File: src/rtl/sr_cmd_conditioner.sv
// ---------------------------------------------------------------------------
// sr_cmd_conditioner
//
// Turns two noisy asynchronous requests (set_raw / clr_raw) into clean,
// mutually exclusive one-cycle s / r pulses for a downstream SR flip-flop.
// Each input is synchronized, then debounced. Only a rising debounced
// level becomes a command. A small IDLE -> PULSE -> HOLD state machine
// issues one pulse and then ignores further commands for HOLDOFF cycles.
//
// Parameters:
//   DB_CYCLES  consecutive stable cycles needed to accept a change (2..255)
//   HOLDOFF    cycles after a pulse during which commands are dropped (1..255)
//
// Ports:
//   clk           rising-edge clock
//   reset         synchronous, active-low reset
//   set_raw       asynchronous set request
//   clr_raw       asynchronous clear request
//   s             one-cycle set pulse (registered)
//   r             one-cycle reset pulse (registered)
//   q_mirror      expected state of the downstream flip-flop
//   ready         high while the state machine is in IDLE
//   conflict      one-cycle flag: set and clear were accepted together
//   conflict_cnt  saturating 8-bit conflict count. Present only when
//                 SR_COND_CONFLICT_CNT_EN is defined.
// ---------------------------------------------------------------------------
module sr_cmd_conditioner #(
    parameter int unsigned DB_CYCLES = 4,
    parameter int unsigned HOLDOFF   = 3
) (
    input  logic       clk,
    input  logic       reset,
    input  logic       set_raw,
    input  logic       clr_raw,
    output logic       s,
    output logic       r,
    output logic       q_mirror,
    output logic       ready,
    output logic       conflict
`ifdef SR_COND_CONFLICT_CNT_EN
    ,
    output logic [7:0] conflict_cnt
`endif
);

    typedef enum logic [1:0] {
        IDLE  = 2'd0,
        PULSE = 2'd1,
        HOLD  = 2'd2
    } state_e;

    localparam logic [7:0] DB_LAST   = 8'(DB_CYCLES - 1);
    localparam logic [7:0] HOLD_LAST = 8'(HOLDOFF - 1);

    // Channel 0 is set and channel 1 is clear.
    logic [1:0] sync1_q, sync2_q;
    logic [1:0] level_q, level_d;
    logic [1:0] level_prev_q;
    logic [7:0] db_cnt_q [2];
    logic [7:0] db_cnt_d [2];
    logic [1:0] accept;

    state_e     state_q, state_d;
    logic [7:0] hold_q, hold_d;
    logic       s_q, s_d;
    logic       r_q, r_d;
    logic       q_q, q_d;
    logic       conf_q, conf_d;

    // Debounce: count cycles where the synchronized value differs from the
    // accepted level. A match resets the count. The level flips on the edge
    // where the count would reach DB_CYCLES.
    always_comb begin
        for (int ch = 0; ch < 2; ch++) begin
            // NOTE: every always_comb output gets a default first so no path
            // leaves it unassigned; otherwise a latch would be inferred.
            level_d[ch]  = level_q[ch];
            db_cnt_d[ch] = db_cnt_q[ch];
            if (sync2_q[ch] == level_q[ch]) begin
                db_cnt_d[ch] = 8'd0;
            end else if (db_cnt_q[ch] == DB_LAST) begin
                level_d[ch]  = sync2_q[ch];
                db_cnt_d[ch] = 8'd0;
            end else begin
                db_cnt_d[ch] = db_cnt_q[ch] + 8'd1;
            end
        end
    end

    // A command is a rising debounced level. The pulse lasts exactly one cycle.
    assign accept = level_q & ~level_prev_q;

    always_ff @(posedge clk) begin
        // NOTE: sequential state uses non-blocking assignments so every
        // register samples its pre-edge inputs, whatever the statement order.
        if (!reset) begin
            sync1_q      <= 2'b00;
            sync2_q      <= 2'b00;
            level_q      <= 2'b00;
            level_prev_q <= 2'b00;
            db_cnt_q[0]  <= 8'd0;
            db_cnt_q[1]  <= 8'd0;
        end else begin
            sync1_q      <= {clr_raw, set_raw};
            sync2_q      <= sync1_q;
            level_q      <= level_d;
            level_prev_q <= level_q;
            db_cnt_q[0]  <= db_cnt_d[0];
            db_cnt_q[1]  <= db_cnt_d[1];
        end
    end

    // Next-state and registered-output logic. Commands that arrive outside
    // IDLE are ignored. They are not queued.
    always_comb begin
        state_d = state_q;
        hold_d  = hold_q;
        s_d     = 1'b0;
        r_d     = 1'b0;
        q_d     = q_q;
        conf_d  = 1'b0;
        case (state_q)
            IDLE: begin
                case (accept)
                    2'b11: conf_d = 1'b1;
                    2'b01: begin
                        s_d     = 1'b1;
                        q_d     = 1'b1;
                        state_d = PULSE;
                    end
                    2'b10: begin
                        r_d     = 1'b1;
                        q_d     = 1'b0;
                        state_d = PULSE;
                    end
                    default: ;
                endcase
            end
            PULSE: begin
                state_d = HOLD;
                hold_d  = HOLD_LAST;
            end
            HOLD: begin
                // hold counts down from HOLDOFF-1 to 0, which gives HOLDOFF cycles.
                if (hold_q == 8'd0) begin
                    state_d = IDLE;
                end else begin
                    hold_d = hold_q - 8'd1;
                end
            end
            default: state_d = IDLE;
        endcase
    end

    always_ff @(posedge clk) begin
        if (!reset) begin
            state_q <= IDLE;
            hold_q  <= 8'd0;
            s_q     <= 1'b0;
            r_q     <= 1'b0;
            q_q     <= 1'b0;
            conf_q  <= 1'b0;
        end else begin
            state_q <= state_d;
            hold_q  <= hold_d;
            s_q     <= s_d;
            r_q     <= r_d;
            q_q     <= q_d;
            conf_q  <= conf_d;
        end
    end

    assign s        = s_q;
    assign r        = r_q;
    assign q_mirror = q_q;
    assign conflict = conf_q;
    assign ready    = (state_q == IDLE);

`ifdef SR_COND_CONFLICT_CNT_EN
    logic [7:0] conf_cnt_q;

    // Counts at the same edge that raises conflict. Stops at 255.
    always_ff @(posedge clk) begin
        if (!reset) begin
            conf_cnt_q <= 8'd0;
        end else if (conf_d && (conf_cnt_q != 8'hFF)) begin
            conf_cnt_q <= conf_cnt_q + 8'd1;
        end
    end

    assign conflict_cnt = conf_cnt_q;
`endif

endmodule

File: config.mk
export PLATFORM = sky130hd
export DESIGN_NAME = sr_cmd_conditioner
export DESIGN_NICKNAME = d
export VERILOG_FILES = /design/src/rtl/sr_cmd_conditioner.sv
export SDC_FILE = /design/constraint.sdc
export NUM_CORES = 1
export LEC_CHECK = 0
export BUFFER_PORTS_ARGS = -buffer_cell sky130_fd_sc_hd__buf_4
export CORE_MARGIN = 10
export CORE_UTILIZATION = 35
export CTS_CLUSTER_DIAMETER = 150
export CTS_CLUSTER_SIZE = 14
export DETAILED_ROUTE_END_ITERATION = 10
export PLACE_DENSITY = 0.58
export SYNTH_ARGS = -nofsm -noshare
export SYNTH_HDL_FRONTEND = slang
export SYNTH_SLANG_ARGS = --single-unit
File: constraint.sdc
create_clock -name clk -period 1.4 [get_ports clk]
set_input_delay 0.28 -clock clk [delete_from_list [all_inputs] [get_ports clk]]
set_output_delay 0.28 -clock clk [all_outputs]
set_load 0.1 [all_outputs]
# After elaboration in Yosys (flattened, before gate mapping)
# Memory sizes are Yosys's and may differ from the RTL's.
# Cells that the tools add are included.
[word_totals]
reg_bits = 22
ram_bits = 16
out_inout_bits = 5
wordCells = 61
n_memories = 1
[mem_list]
columns = ["memory", "words", "width", "rd", "rd_ports_with_merged_regs", "write_ports", "line_no", "rtl"]
rows = [
  ["db_cnt_q", 2, 8, 2, 0, 2, "59", "logic [7:0] db_cnt_q [2];"],
]
[op_classes]
addsub = 3
n_eq_ne = 12
muxes = 17
bitwise = 6
n_reduce_logical = 11
[ops]
columns = ["cell", "n"]
rows = [
  ["8-bit two-way mux", 7],
  ["8-bit by 1-bit adder with 8-bit output (second input constant)", 2],
  ["8-bit by 2-bit equality test with 1-bit output (second input constant)", 2],
  ["8-bit one-hot mux with 2 select lines", 1],
  ["2-bit AND reduction", 6],
  ["8-bit zero test", 1],
  ["8-bit by 1-bit subtractor with 8-bit output (second input constant)", 1],
  ["2-bit equality test (second input constant)", 3],
  ["2-bit inequality test (second input constant)", 3],
  ["2-bit one-hot mux with 3 select lines", 1],
  ["1-bit two-way mux", 5],
  ["2-bit by 1-bit equality test with 1-bit output (second input constant)", 2],
  ["2-bit two-way mux", 2],
  ["2-bit nonzero test", 2],
  ["2-bit bitwise AND", 1],
  ["1-bit equality test", 2],
  ["2-bit zero test", 1],
  ["1-bit NOT", 2],
  ["2-bit NOT", 1],
  ["1-bit bitwise OR", 2],
  ["1-bit one-hot mux with 2 select lines", 1],
  ["2-bit OR reduction", 1],
]

# Logic depth before layout (Yosys ltp)
# Gate-level depths: netlist of run 1.
[logic_depth]
depth_word = 6
mapped_depth = 6
ltp_nobuf = 6

# Worst setup path after synthesis of run 1
# No wires, ideal clock.
[synth_path]
kind = "register to register"
startpoint = "register state_q[1]"
endpoint = "register conf_q (netlist: conflict)"
setup_time_ns = 0.066
arrival_time_ns = 2.048
t_required_ns = 1.334
slack_ns = -0.715
path_stages_with_launch = 4
period_less_slack_ns = 2.115
cell_sequence = "dfxtp_1 buf_4 nor2_1 and3_1"
[synth_between]
elab_chain_len = 2
[synth_rtl]
columns = ["element", "line_no", "rtl"]
rows = [
  ["start: declaration", "63", "state_e state_q, state_d;"],
  ["start signal: assignment", "164", "state_q <= state_d;"],
  ["2-bit zero test", "-", ""],
  ["net ready", "38", "output logic ready,"],
  ["2-bit AND reduction (no line)", "-", ""],
  ["end signal: assignment", "169", "conf_q <= conf_d;"],
  ["end: declaration", "68", "logic conf_q, conf_d;"],
]
# The timed path passes the listed nets, and every way through them passes these cells.
# A chain may end at the register's enable or synchronous reset.

# Final worst setup path of run 1
[layout_path]
startpoint = "register state_q[0]"
endpoint = "register hold_q[5]"
[layout_between]
elab_chain_len = 3
elab_cells_between_ends = 6
[layout_rtl]
columns = ["element", "line_no", "rtl"]
rows = [
  ["2-bit equality test or 2-bit by 1-bit equality test with 1-bit output (tied branches)", "122", "case (state_q)"],
  ["2-bit inequality test (no line) or 2-bit nonzero test (tied branches)", "-", ""],
  ["2-bit AND reduction (no line)", "-", ""],
  ["end signal: assignment", "165", "hold_q <= hold_d;"],
  ["end: declaration", "64", "logic [7:0] hold_q, hold_d;"],
]
# Parallel ways exist; a longest one is shown, timed or not.

==> flow_summary.html, run 1 <==
<table>
<tr><th>Metric</th><th>Value</th></tr>
<tr><th colspan="2">Setup path</th></tr>
<tr><td>Logic depth of the worst path, buffers included</td><td>4</td></tr>
<tr><td>Critical path type</td><td>reg -&gt; reg</td></tr>
<tr><td>Required time at the endpoint of the critical path</td><td>1.63 ns</td></tr>
<tr><td>Biggest cell delay along the critical path</td><td>0.46 ns</td></tr>
<tr><td>Startpoint class of the critical path</td><td>flip-flop</td></tr>
<tr><td>RR Endpoint</td><td>hold_q[5]$_SDFFE_PN0P_</td></tr>
<tr><td>Top delay family on crit path</td><td>simple AND/OR/NAND/NOR gates</td></tr>
<tr><td>Critical path capture point</td><td>hold_q[5]$_SDFFE_PN0P_</td></tr>
<tr><td>Sort of element at the end of the critical path</td><td>flip-flop</td></tr>
<tr><td>Critical path fanouts, max</td><td>4</td></tr>
<tr><td>Chain of cells forming the critical path</td><td>nand2b_4, or4_4, or3_4, a21oi_2</td></tr>
<tr><td>Origin of the worst setup path</td><td>state_q[0]$_SDFFE_PN0P_</td></tr>
<tr><td>Arrival time reported for the critical path endpoint</td><td>1.72 ns</td></tr>
<tr><td>Flop2flop setup slack</td><td>-0.09 ns</td></tr>
<tr><td>Number of cells on the worst reg-to-reg path</td><td>4</td></tr>
<tr><td>Cell with the biggest individual delay on the critical path</td><td>or4_4</td></tr>
<tr><td>Critical R2R Launch</td><td>state_q[0]$_SDFFE_PN0P_</td></tr>
<tr><td>Critical path buffers and inverters</td><td>0</td></tr>
<tr><th colspan="2">Synthesis</th></tr>
<tr><td>Post-synth top area cell</td><td>dfxtp_1</td></tr>
<tr><td>EDFF count, synth</td><td>0</td></tr>
<tr><td>Number of distinct library cell variants in the gate-level netlist after synthesis</td><td>35</td></tr>
<tr><td>Synthesized area per cell</td><td>9.35 um2</td></tr>
<tr><td>Cell Area, Synth</td><td>1590 um2</td></tr>
<tr><td>Proportion of netlist area held by the largest area contributor</td><td>47.9%</td></tr>
<tr><td>Post-Synthesis Cells</td><td>170</td></tr>
<tr><td>Register bit total from synthesis</td><td>38</td></tr>
<tr><td>Fraction of the yosys area taken by sequential cells</td><td>47.9%</td></tr>
<tr><td>Top cells by instance count after synthesis</td><td>38 x dfxtp_1, 24 x nor2_1, 15 x nand3_1, 11 x xor2_1</td></tr>
<tr><td>Post-synth ARST share</td><td>0%</td></tr>
<tr><td>Total of warnings raised by yosys</td><td>0</td></tr>
<tr><td>Primary flip-flop cell chosen by synthesis mapping</td><td>dfxtp_1</td></tr>
<tr><td>Post-synth net total</td><td>180</td></tr>
<tr><td>Synth area leaders</td><td>dfxtp_1 48%, xor2_1 6.1%, nor2_1 5.7%, ha_1 4.7%, nand3_1 4.7%</td></tr>
<tr><td>Most frequent cell after synthesis</td><td>dfxtp_1</td></tr>
<tr><th colspan="2">Power and ir drop</th></tr>
<tr><td>Total power per unit cell area</td><td>1030 nW/um2</td></tr>
<tr><td>Worst VDD drop</td><td>654 uV</td></tr>
<tr><td>Final Power</td><td>2.26 mW</td></tr>
<tr><td>Static Leakage</td><td>0.900 nW</td></tr>
<tr><th colspan="2">CTS</th></tr>
<tr><td>Clock-pin slew on the worst setup and hold paths</td><td>0.08 ns</td></tr>
<tr><td>Max clock buf depth</td><td>2</td></tr>
<tr><td>Total number of clock tree sinks</td><td>38</td></tr>
<tr><td>Root Driver</td><td>clkbuf_8</td></tr>
<tr><td>CTS hold repair buffers</td><td>0</td></tr>
<tr><td>Later-pin clock latency in the skew report</td><td>0.29 ns</td></tr>
<tr><td>H-tree depth</td><td>2</td></tr>
<tr><td>CTS tree</td><td>done</td></tr>
<tr><td>Number of buffers created by CTS</td><td>5</td></tr>
<tr><th colspan="2">Die</th></tr>
<tr><td>Row Count</td><td>24</td></tr>
<tr><td>Die Height</td><td>87.4 um</td></tr>
<tr><td>Area of the core</td><td>4380 um2</td></tr>
<tr><td>Initial core utilization</td><td>36.2%</td></tr>
<tr><td>Total Die Area</td><td>7640 um2</td></tr>
<tr><td>Die X</td><td>87.4 um</td></tr>
<tr><td>Top-level port count</td><td>9</td></tr>
<tr><th colspan="2">Placement</th></tr>
<tr><td>Sum of net half-perimeters after detailed placement</td><td>2.38 mm</td></tr>
<tr><td>Count of input and output buffers</td><td>8</td></tr>
<tr><td>Final estimated routing congestion in global placement</td><td>0.778</td></tr>
<tr><td>Worst-case setup slack after placement</td><td>-0.0977 ns</td></tr>
<tr><th colspan="2">Layout</th></tr>
<tr><td>Area of all sequential standard cells</td><td>769 um2</td></tr>
<tr><td>Filler cell count in the final layout</td><td>404</td></tr>
<tr><td>Nets</td><td>219</td></tr>
<tr><td>Antenna diode instance count</td><td>0</td></tr>
<tr><td>Multi-input logic area</td><td>905 um2</td></tr>
<tr><td>Fraction of layout instances using a drive strength above 1</td><td>36.2%</td></tr>
<tr><td>Syn-to-layout area delta</td><td>38.6%</td></tr>
<tr><th colspan="2">GRT</th></tr>
<tr><td>Gr ovfl total</td><td>0</td></tr>
<tr><td>Number of global-route vias before repair</td><td>1322</td></tr>
<tr><td>Number of antenna violations at the first check in global routing</td><td>0</td></tr>
<tr><td>Pin count of the biggest net entering global routing</td><td>16</td></tr>
<tr><td>First-pass GRT wire length</td><td>5.70 mm</td></tr>
<tr><td>Global-route usage over all layers</td><td>9.15%</td></tr>
<tr><th colspan="2">Min path</th></tr>
<tr><td>Hold_sp</td><td>set_raw</td></tr>
<tr><td>Type of the tightest min-delay check</td><td>in -&gt; reg</td></tr>
<tr><th colspan="2">STA</th></tr>
<tr><td>Relative slew slack</td><td>76.8%</td></tr>
<tr><td>Period minus WS final</td><td>1.49 ns</td></tr>
<tr><td>Worst hold slack</td><td>0.203 ns</td></tr>
<tr><td>TNS Setup</td><td>-0.178 ns</td></tr>
<tr><td>Unrepaired setup endpoints after global routing</td><td>yes</td></tr>
<tr><td>Final Worst Setup Slack</td><td>-0.0906 ns</td></tr>
<tr><td>Number of endpoints with negative hold slack in the final report</td><td>0</td></tr>
<tr><td>Clock Skews</td><td>0.00999 ns</td></tr>
<tr><td>Timing-limited maximum frequency</td><td>0.671 GHz</td></tr>
<tr><td>Worst slew pin tran</td><td>0.346 ns</td></tr>
<tr><td>Number of setup violations in the final report</td><td>3</td></tr>
<tr><td>Count of final max-slew check failures</td><td>0</td></tr>
<tr><td>Share of the clock period used by the worst path</td><td>106%</td></tr>
<tr><th colspan="2">Drt</th></tr>
<tr><td>DRC violation count after routing</td><td>0</td></tr>
<tr><td>First drt pass iteration count</td><td>4</td></tr>
<tr><td>Post-route antenna net violation count</td><td>0</td></tr>
<tr><td>Vias after detailed routing</td><td>1293</td></tr>
<tr><td>Iter 0 DRT Violations</td><td>54</td></tr>
<tr><td>Average wire per standard cell</td><td>12.8 um</td></tr>
<tr><td>Number of vias per cell</td><td>4.94</td></tr>
<tr><td>Aggregate routed wire length</td><td>3.34 mm</td></tr>
<tr><th colspan="2">Job</th></tr>
<tr><td>Max-cap check violation count</td><td>0</td></tr>
<tr><th colspan="2">Outcome</th></tr>
<tr><td>Status</td><td>complete, but fails checks</td></tr>
<tr><td>Violations in the final reports</td><td>negative setup slack</td></tr>
</table>
-- cell families (layout without fill, tap and decap cells) --
logic type | count (synthesis) | count (layout) | share of synthesized area, %
AO/OA/AOI/OAI | 14 | 14 | 5.91
multiplexers | 3 | 3 | 1.89
adder cells (fa/ha/maj) | 6 | 6 | 4.72
buffers and inverters | 11 | 51 | 2.84
AND/OR/NAND/NOR | 83 | 83 | 28.5
XOR/XNOR | 15 | 15 | 8.27
flip-flops | 38 | 38 | 47.9
-- worst register-to-register path, delay by kind of cell (launching register included) --
| kind | cells | cell delay, ns |
|---|---|---|
| AO/OA/AOI/OAI | 1 | 0.11 |
| flip-flops | 1 | 0.32 |
| AND/OR/NAND/NOR | 3 | 1.00 |
-- flip-flops by register name (all words and copies together) (netlist names) --
name	flops
sync1_q	2
conflict	1
r	1
db_cnt_q	16
hold_q	8
level_prev_q	2
level_q	2
q_mirror	1
s	1
state_q	2
sync2_q	2
-- worst min-delay path by stage --
stage / cells after the start / endpoint
global route: 2 / sync1_q[0]$_SDFF_PN0_
floorplan: 1 / sync1_q[0]$_SDFF_PN0_
CTS: 2 / sync1_q[0]$_SDFF_PN0_
global placement: 1 / sync2_q[0]$_SDFF_PN0_
detailed placement: 1 / sync2_q[1]$_SDFF_PN0_
finish: 2 / sync1_q[0]$_SDFF_PN0_
-- layer usage --
layer | part of all wire, % | global-route usage (%)
met1 | 46 | 9.55
met2 | 49 | 15.9
met3 | 3.0 | 3.00
met4 | 2.0 | 4.78
met5 | 0 | 0
-- metrics by stage --
| step | utilization [%] | instances | area [um2] |
|---|---|---|---|
| 2_1_floorplan | - | 170 | 1620 |
| 3_3_place_gp | 43.2 | 249 | 1890 |
| 3_5_place_dp | 43.2 | 249 | 1890 |
| 4_1_cts | 47.4 | 259 | 2080 |
| 5_1_grt | 50.2 | 262 | 2200 |
| 6_report | 50.2 | 262 | 2200 |
-- final cells by class --
class	instances	share of cell area, %
clock buffers	6	3.75
clock inverters	2	2.73
well taps	52	2.95
flip-flops and latches	38	34.9
multi-input cells	121	41.1
inverters	7	1.19
repair buffers	36	13.4
-- timing repair --
action | in CTS | in global routing
pin swaps | 2 | 6
setup endpoints to repair | 16 | 23
gates resized for setup | 6 | 25
setup buffers | 2 | 3
-- report_power, final --
group	total, mW	switching, mW	internal, mW	leakage [nW]
logic	0.0417	0.0233	0.0184	0.518
registers	1.09	0.00306	1.09	0.311
clock network	1.13	0.369	0.760	0.0714
-- layout by cell type, fill, tap and decap left out, types with 3 or more instances in the layout --
| cell type | netlist | routed |
|---|---|---|
| xor2_1 | 11 | 11 |
| dfxtp_1 | 38 | 31 |
| inv_1 | 7 | 5 |
| nand3_1 | 15 | 13 |
| nand2_1 | 3 | 3 |
| ha_1 | 6 | 4 |
| mux2i_1 | 3 | 3 |
| xnor2_1 | 4 | 4 |
| and3_1 | 7 | 7 |
| nand3b_1 | 3 | 3 |
| clkbuf_8 | 0 | 6 |
| nand2b_1 | 4 | 3 |
| and2_1 | 6 | 6 |
| nor2_1 | 24 | 23 |
| buf_4 | 1 | 32 |
| buf_6 | 0 | 3 |
| dfxtp_2 | 0 | 7 |
| a21oi_1 | 5 | 3 |
No activity file was read; power rests on OpenSTA's default activity.
==> inputs of run 2 (changes only) <==
ABC_AREA = 1   (was not set)
CORE_UTILIZATION = 25   (was 35)
PLACE_DENSITY = 0.47   (was 0.58)
==> run 2 against run 1 <==
  * The flow now finishes without violations
  * Maximum frequency grew 14%
  * Routed wire length shrank 18%
  * Register-to-register slack gained 0.20 ns
  * Sequential share of layout area grew 4.2 points
  * Clock-buffer cell count is the same
  * Critical path type is now reg -> out
  * Critical endpoint is now ready
  * Largest cell class unchanged
==> flow_summary.html, run 2 <==
<table>
<tr><th>Metric</th><th>Value</th></tr>
<tr><th colspan="2">STA</th></tr>
<tr><td>Share of the clock period used by the worst path</td><td>93.6%</td></tr>
<tr><td>Worst slew pin tran</td><td>0.313 ns</td></tr>
<tr><td>Timing-limited maximum frequency</td><td>0.763 GHz</td></tr>
<tr><td>Relative slew slack</td><td>79.1%</td></tr>
<tr><td>Clock Skews</td><td>0.00672 ns</td></tr>
<tr><td>Number of setup violations in the final report</td><td>0</td></tr>
<tr><td>Period minus WS final</td><td>1.31 ns</td></tr>
<tr><td>Final Worst Setup Slack</td><td>0.0893 ns</td></tr>
<tr><td>Number of endpoints with negative hold slack in the final report</td><td>0</td></tr>
<tr><td>Count of final max-slew check failures</td><td>0</td></tr>
<tr><th colspan="2">Synthesis</th></tr>
<tr><td>Multiplexer share of the synthesized area</td><td>0%</td></tr>
<tr><td>EDFF count, synth</td><td>0</td></tr>
<tr><td>Synthesized area per cell</td><td>7.54 um2</td></tr>
<tr><td>Area share of fa/ha/maj cells after synthesis</td><td>4.65%</td></tr>
<tr><td>Combinational family with the most area after synthesis</td><td>simple AND/OR/NAND/NOR gates</td></tr>
<tr><td>Synth area leaders</td><td>dfxtp_1 47%, nor2_1 8.8%, nand2_1 8.6%, inv_1 6.3%, a21oi_1 4.7%</td></tr>
<tr><td>Total of warnings raised by yosys</td><td>0</td></tr>
<tr><td>Number of distinct library cell variants in the gate-level netlist after synthesis</td><td>26</td></tr>
<tr><td>Post-synth net total</td><td>224</td></tr>
<tr><td>Fraction of the yosys area taken by sequential cells</td><td>47.1%</td></tr>
<tr><td>Area share of xor/xnor cells in the synthesized design</td><td>2.71%</td></tr>
<tr><td>Proportion of netlist area held by the largest area contributor</td><td>47.1%</td></tr>
<tr><td>Simple-gate portion of the synthesized area</td><td>29.8%</td></tr>
<tr><td>Top cells by instance count after synthesis</td><td>38 x dfxtp_1, 38 x nor2_1, 37 x nand2_1, 27 x inv_1, 15 x a21oi_1</td></tr>
<tr><td>Register bit total from synthesis</td><td>38</td></tr>
<tr><td>Cell Area, Synth</td><td>1610 um2</td></tr>
<tr><td>Post-synth ARST share</td><td>0%</td></tr>
<tr><td>Primary flip-flop cell chosen by synthesis mapping</td><td>dfxtp_1</td></tr>
<tr><td>Post-synthesis compound-gate area fraction</td><td>7.52%</td></tr>
<tr><td>Post-synth top area cell</td><td>dfxtp_1</td></tr>
<tr><td>Post-Synthesis Cells</td><td>214</td></tr>
<tr><th colspan="2">Layout</th></tr>
<tr><td>Area of all sequential standard cells</td><td>762 um2</td></tr>
<tr><td>Syn-to-layout area delta</td><td>20.5%</td></tr>
<tr><td>Leading cell types in the layout, fill and taps excluded</td><td>37 x dfxtp_1, 36 x nor2_1, 35 x nand2_1</td></tr>
<tr><td>Most frequent standard cell in the layout excluding fill and tap cells</td><td>dfxtp_1</td></tr>
<tr><td>Largest registers ranked by flip-flop count</td><td>db_cnt_q: 16 flops, hold_q: 8 flops</td></tr>
<tr><td>Non-Filler Instances</td><td>309</td></tr>
<tr><td>Antenna diode instance count</td><td>0</td></tr>
<tr><td>Fraction of layout instances using a drive strength above 1</td><td>19.4%</td></tr>
<tr><td>Multi-input logic area</td><td>769 um2</td></tr>
<tr><td>Filler cell count in the final layout</td><td>681</td></tr>
<tr><td>Flip-flop count of the largest register, all copies and words added</td><td>16</td></tr>
<tr><td>Most flops, register</td><td>db_cnt_q</td></tr>
<tr><td>Nets</td><td>241</td></tr>
<tr><th colspan="2">Power and ir drop</th></tr>
<tr><td>Worst VDD drop</td><td>375 uV</td></tr>
<tr><td>Total power per unit cell area</td><td>985 nW/um2</td></tr>
<tr><td>Static Leakage</td><td>0.850 nW</td></tr>
<tr><th colspan="2">Drt</th></tr>
<tr><td>Post-route antenna net violation count</td><td>0</td></tr>
<tr><td>Number of vias per cell</td><td>4.02</td></tr>
<tr><td>Average wire per standard cell</td><td>8.90 um</td></tr>
<tr><td>Aggregate routed wire length</td><td>2.75 mm</td></tr>
<tr><td>Iter 0 DRT Violations</td><td>17</td></tr>
<tr><td>Vias after detailed routing</td><td>1242</td></tr>
<tr><td>First drt pass iteration count</td><td>2</td></tr>
<tr><td>DRC violation count after routing</td><td>0</td></tr>
<tr><th colspan="2">Die</th></tr>
<tr><td>Area of the core</td><td>6310 um2</td></tr>
<tr><td>Die X</td><td>100 um</td></tr>
<tr><td>Top-level port count</td><td>9</td></tr>
<tr><td>Initial core utilization</td><td>25.6%</td></tr>
<tr><td>Die Height</td><td>100 um</td></tr>
<tr><td>Row Count</td><td>29</td></tr>
<tr><td>Total Die Area</td><td>10100 um2</td></tr>
<tr><th colspan="2">Placement</th></tr>
<tr><td>Worst-case setup slack after placement</td><td>0.0441 ns</td></tr>
<tr><td>Sum of net half-perimeters after detailed placement</td><td>2.04 mm</td></tr>
<tr><td>Count of input and output buffers</td><td>8</td></tr>
<tr><td>Final estimated routing congestion in global placement</td><td>0.750</td></tr>
<tr><td>Count of placed standard cells including taps</td><td>301</td></tr>
<tr><th colspan="2">CTS</th></tr>
<tr><td>Max clock buf depth</td><td>2</td></tr>
<tr><td>Clock-pin slew on the worst setup and hold paths</td><td>0.08 ns</td></tr>
<tr><td>Total number of clock tree sinks</td><td>38</td></tr>
<tr><td>CTS tree</td><td>done</td></tr>
<tr><td>CTS hold repair buffers</td><td>0</td></tr>
<tr><td>Number of buffers created by CTS</td><td>5</td></tr>
<tr><td>Root Driver</td><td>clkbuf_8</td></tr>
<tr><td>Setup Buffers After CTS</td><td>0</td></tr>
<tr><td>H-tree depth</td><td>2</td></tr>
<tr><td>Later-pin clock latency in the skew report</td><td>0.29 ns</td></tr>
<tr><th colspan="2">Setup path</th></tr>
<tr><td>Required time at the endpoint of the critical path</td><td>1.12 ns</td></tr>
<tr><td>Critical R2R Launch</td><td>hold_q[3]$_SDFFE_PN0P_</td></tr>
<tr><td>Critical path fanouts, max</td><td>5</td></tr>
<tr><td>Flop2flop setup slack</td><td>0.11 ns</td></tr>
<tr><td>Arrival time reported for the critical path endpoint</td><td>1.03 ns</td></tr>
<tr><td>RR Endpoint</td><td>hold_q[7]$_SDFFE_PN0P_</td></tr>
<tr><td>Number of cells on the worst reg-to-reg path</td><td>7</td></tr>
<tr><td>Startpoint class of the critical path</td><td>flip-flop</td></tr>
<tr><td>Critical path type</td><td>reg -&gt; out</td></tr>
<tr><td>Sort of element at the end of the critical path</td><td>primary output</td></tr>
<tr><th colspan="2">GRT</th></tr>
<tr><td>First-pass GRT wire length</td><td>4.94 mm</td></tr>
<tr><td>Number of antenna violations at the first check in global routing</td><td>0</td></tr>
<tr><td>Global-route usage over all layers</td><td>6.09%</td></tr>
<tr><td>Pin count of the biggest net entering global routing</td><td>18</td></tr>
<tr><td>Gr ovfl total</td><td>0</td></tr>
<tr><td>Number of global-route vias before repair</td><td>1173</td></tr>
<tr><th colspan="2">Min path</th></tr>
<tr><td>Hold EP</td><td>sync1_q[0]$_SDFF_PN0_</td></tr>
<tr><td>Type of the tightest min-delay check</td><td>in -&gt; reg</td></tr>
<tr><td>Worst Hold Depth</td><td>3</td></tr>
<tr><td>Hold_sp</td><td>set_raw</td></tr>
<tr><th colspan="2">Outcome</th></tr>
<tr><td>Status</td><td>finished clean</td></tr>
<tr><th colspan="2">Job</th></tr>
<tr><td>Max-cap check violation count</td><td>0</td></tr>
</table>
[run 2: changes by cell type after synthesis, moves of 4 or more]
cell / delta
nand2_1: +34
inv_1: +20
nor2_1: +14
a21oi_1: +10
xor2_1: -8
and3_1: -7
and2_1: -6
inv_2: +5
o21ai_1: +5
nand2b_1: -4
nor4_1: -4
or2_1: +4
or3_1: -4
[run 2: per-stage QoR]
| step | util, % | TNS, ns | area (um2) | power [mW] | hold slack [ns] |
|---|---|---|---|---|---|
| floorplan | - | 0 | 1620 | 1.14 | 0.378 |
| global placement | 28.5 | 0 | 1800 | 1.15 | 0.402 |
| detailed placement | 28.5 | 0 | 1800 | 1.15 | 0.403 |
| CTS | 30.0 | 0 | 1890 | 1.95 | 0.167 |
| global route | 30.8 | -0.0206 | 1940 | 2.01 | 0.174 |
| finish | 30.8 | 0 | 1940 | 1.91 | 0.177 |
[run 2: worst max-delay path: stages, from the launching register on]
cell     delay [ns]
dfxtp_1        0.37
nor2_4         0.13
buf_6          0.23
[run 2: worst max path at each step]
stage,from,end,slack [ns],depth (start not counted)
after detailed placement,level_q[1]$_SDFFE_PN0P_,q_mirror$_SDFFE_PN0P_,0.04,6
final,state_q[0]$_SDFFE_PN0P_,ready,0.09,2
after CTS,state_q[1]$_SDFFE_PN0P_,ready,0.02,2
after floorplan,level_q[0]$_SDFFE_PN0P_,q_mirror$_SDFFE_PN0P_,0.06,7
after global placement,level_q[1]$_SDFFE_PN0P_,q_mirror$_SDFFE_PN0P_,0.04,6
after global routing,hold_q[3]$_SDFFE_PN0P_,hold_q[7]$_SDFFE_PN0P_,-0.01,7
[run 2: final cells by class]
| cell class | instances | share of cell area (%) |
|---|---|---|
| clock buffer | 6 | 4.25 |
| clock inverter | 2 | 0.644 |
| inverter | 33 | 6.37 |
| multi-input combinational | 141 | 39.6 |
| sequential | 38 | 39.2 |
| tap | 77 | 4.95 |
| timing repair buffer | 12 | 5.02 |
[run 2: kinds of logic after synthesis]
family / Yosys count
fa+ha+maj: 6
xor+xnor: 5
buf+inv: 35
compound gates: 22
flops: 38
simple gates: 108
[run 2: repair_timing]
item                                    CTS  global route
endpoints found under the setup margin    0            22
endpoints found under the hold margin     0             0
resized for setup                         0            15
[run 2: power by group]
part	internal [mW]	switching, mW
combinational	0.0139	0.0237
clock	0.396	0.390
sequential	1.09	0.00382
total	1.50	0.417
[run 2: metal layers]
metal	vias to the layer above	track usage (%)	share of wire (%)
met5	-	0	0
met4	0	3.26	2.5
met3	6	3.16	5.1
met2	13	9.50	42
met1	522	6.56	51
li1	701	-	-
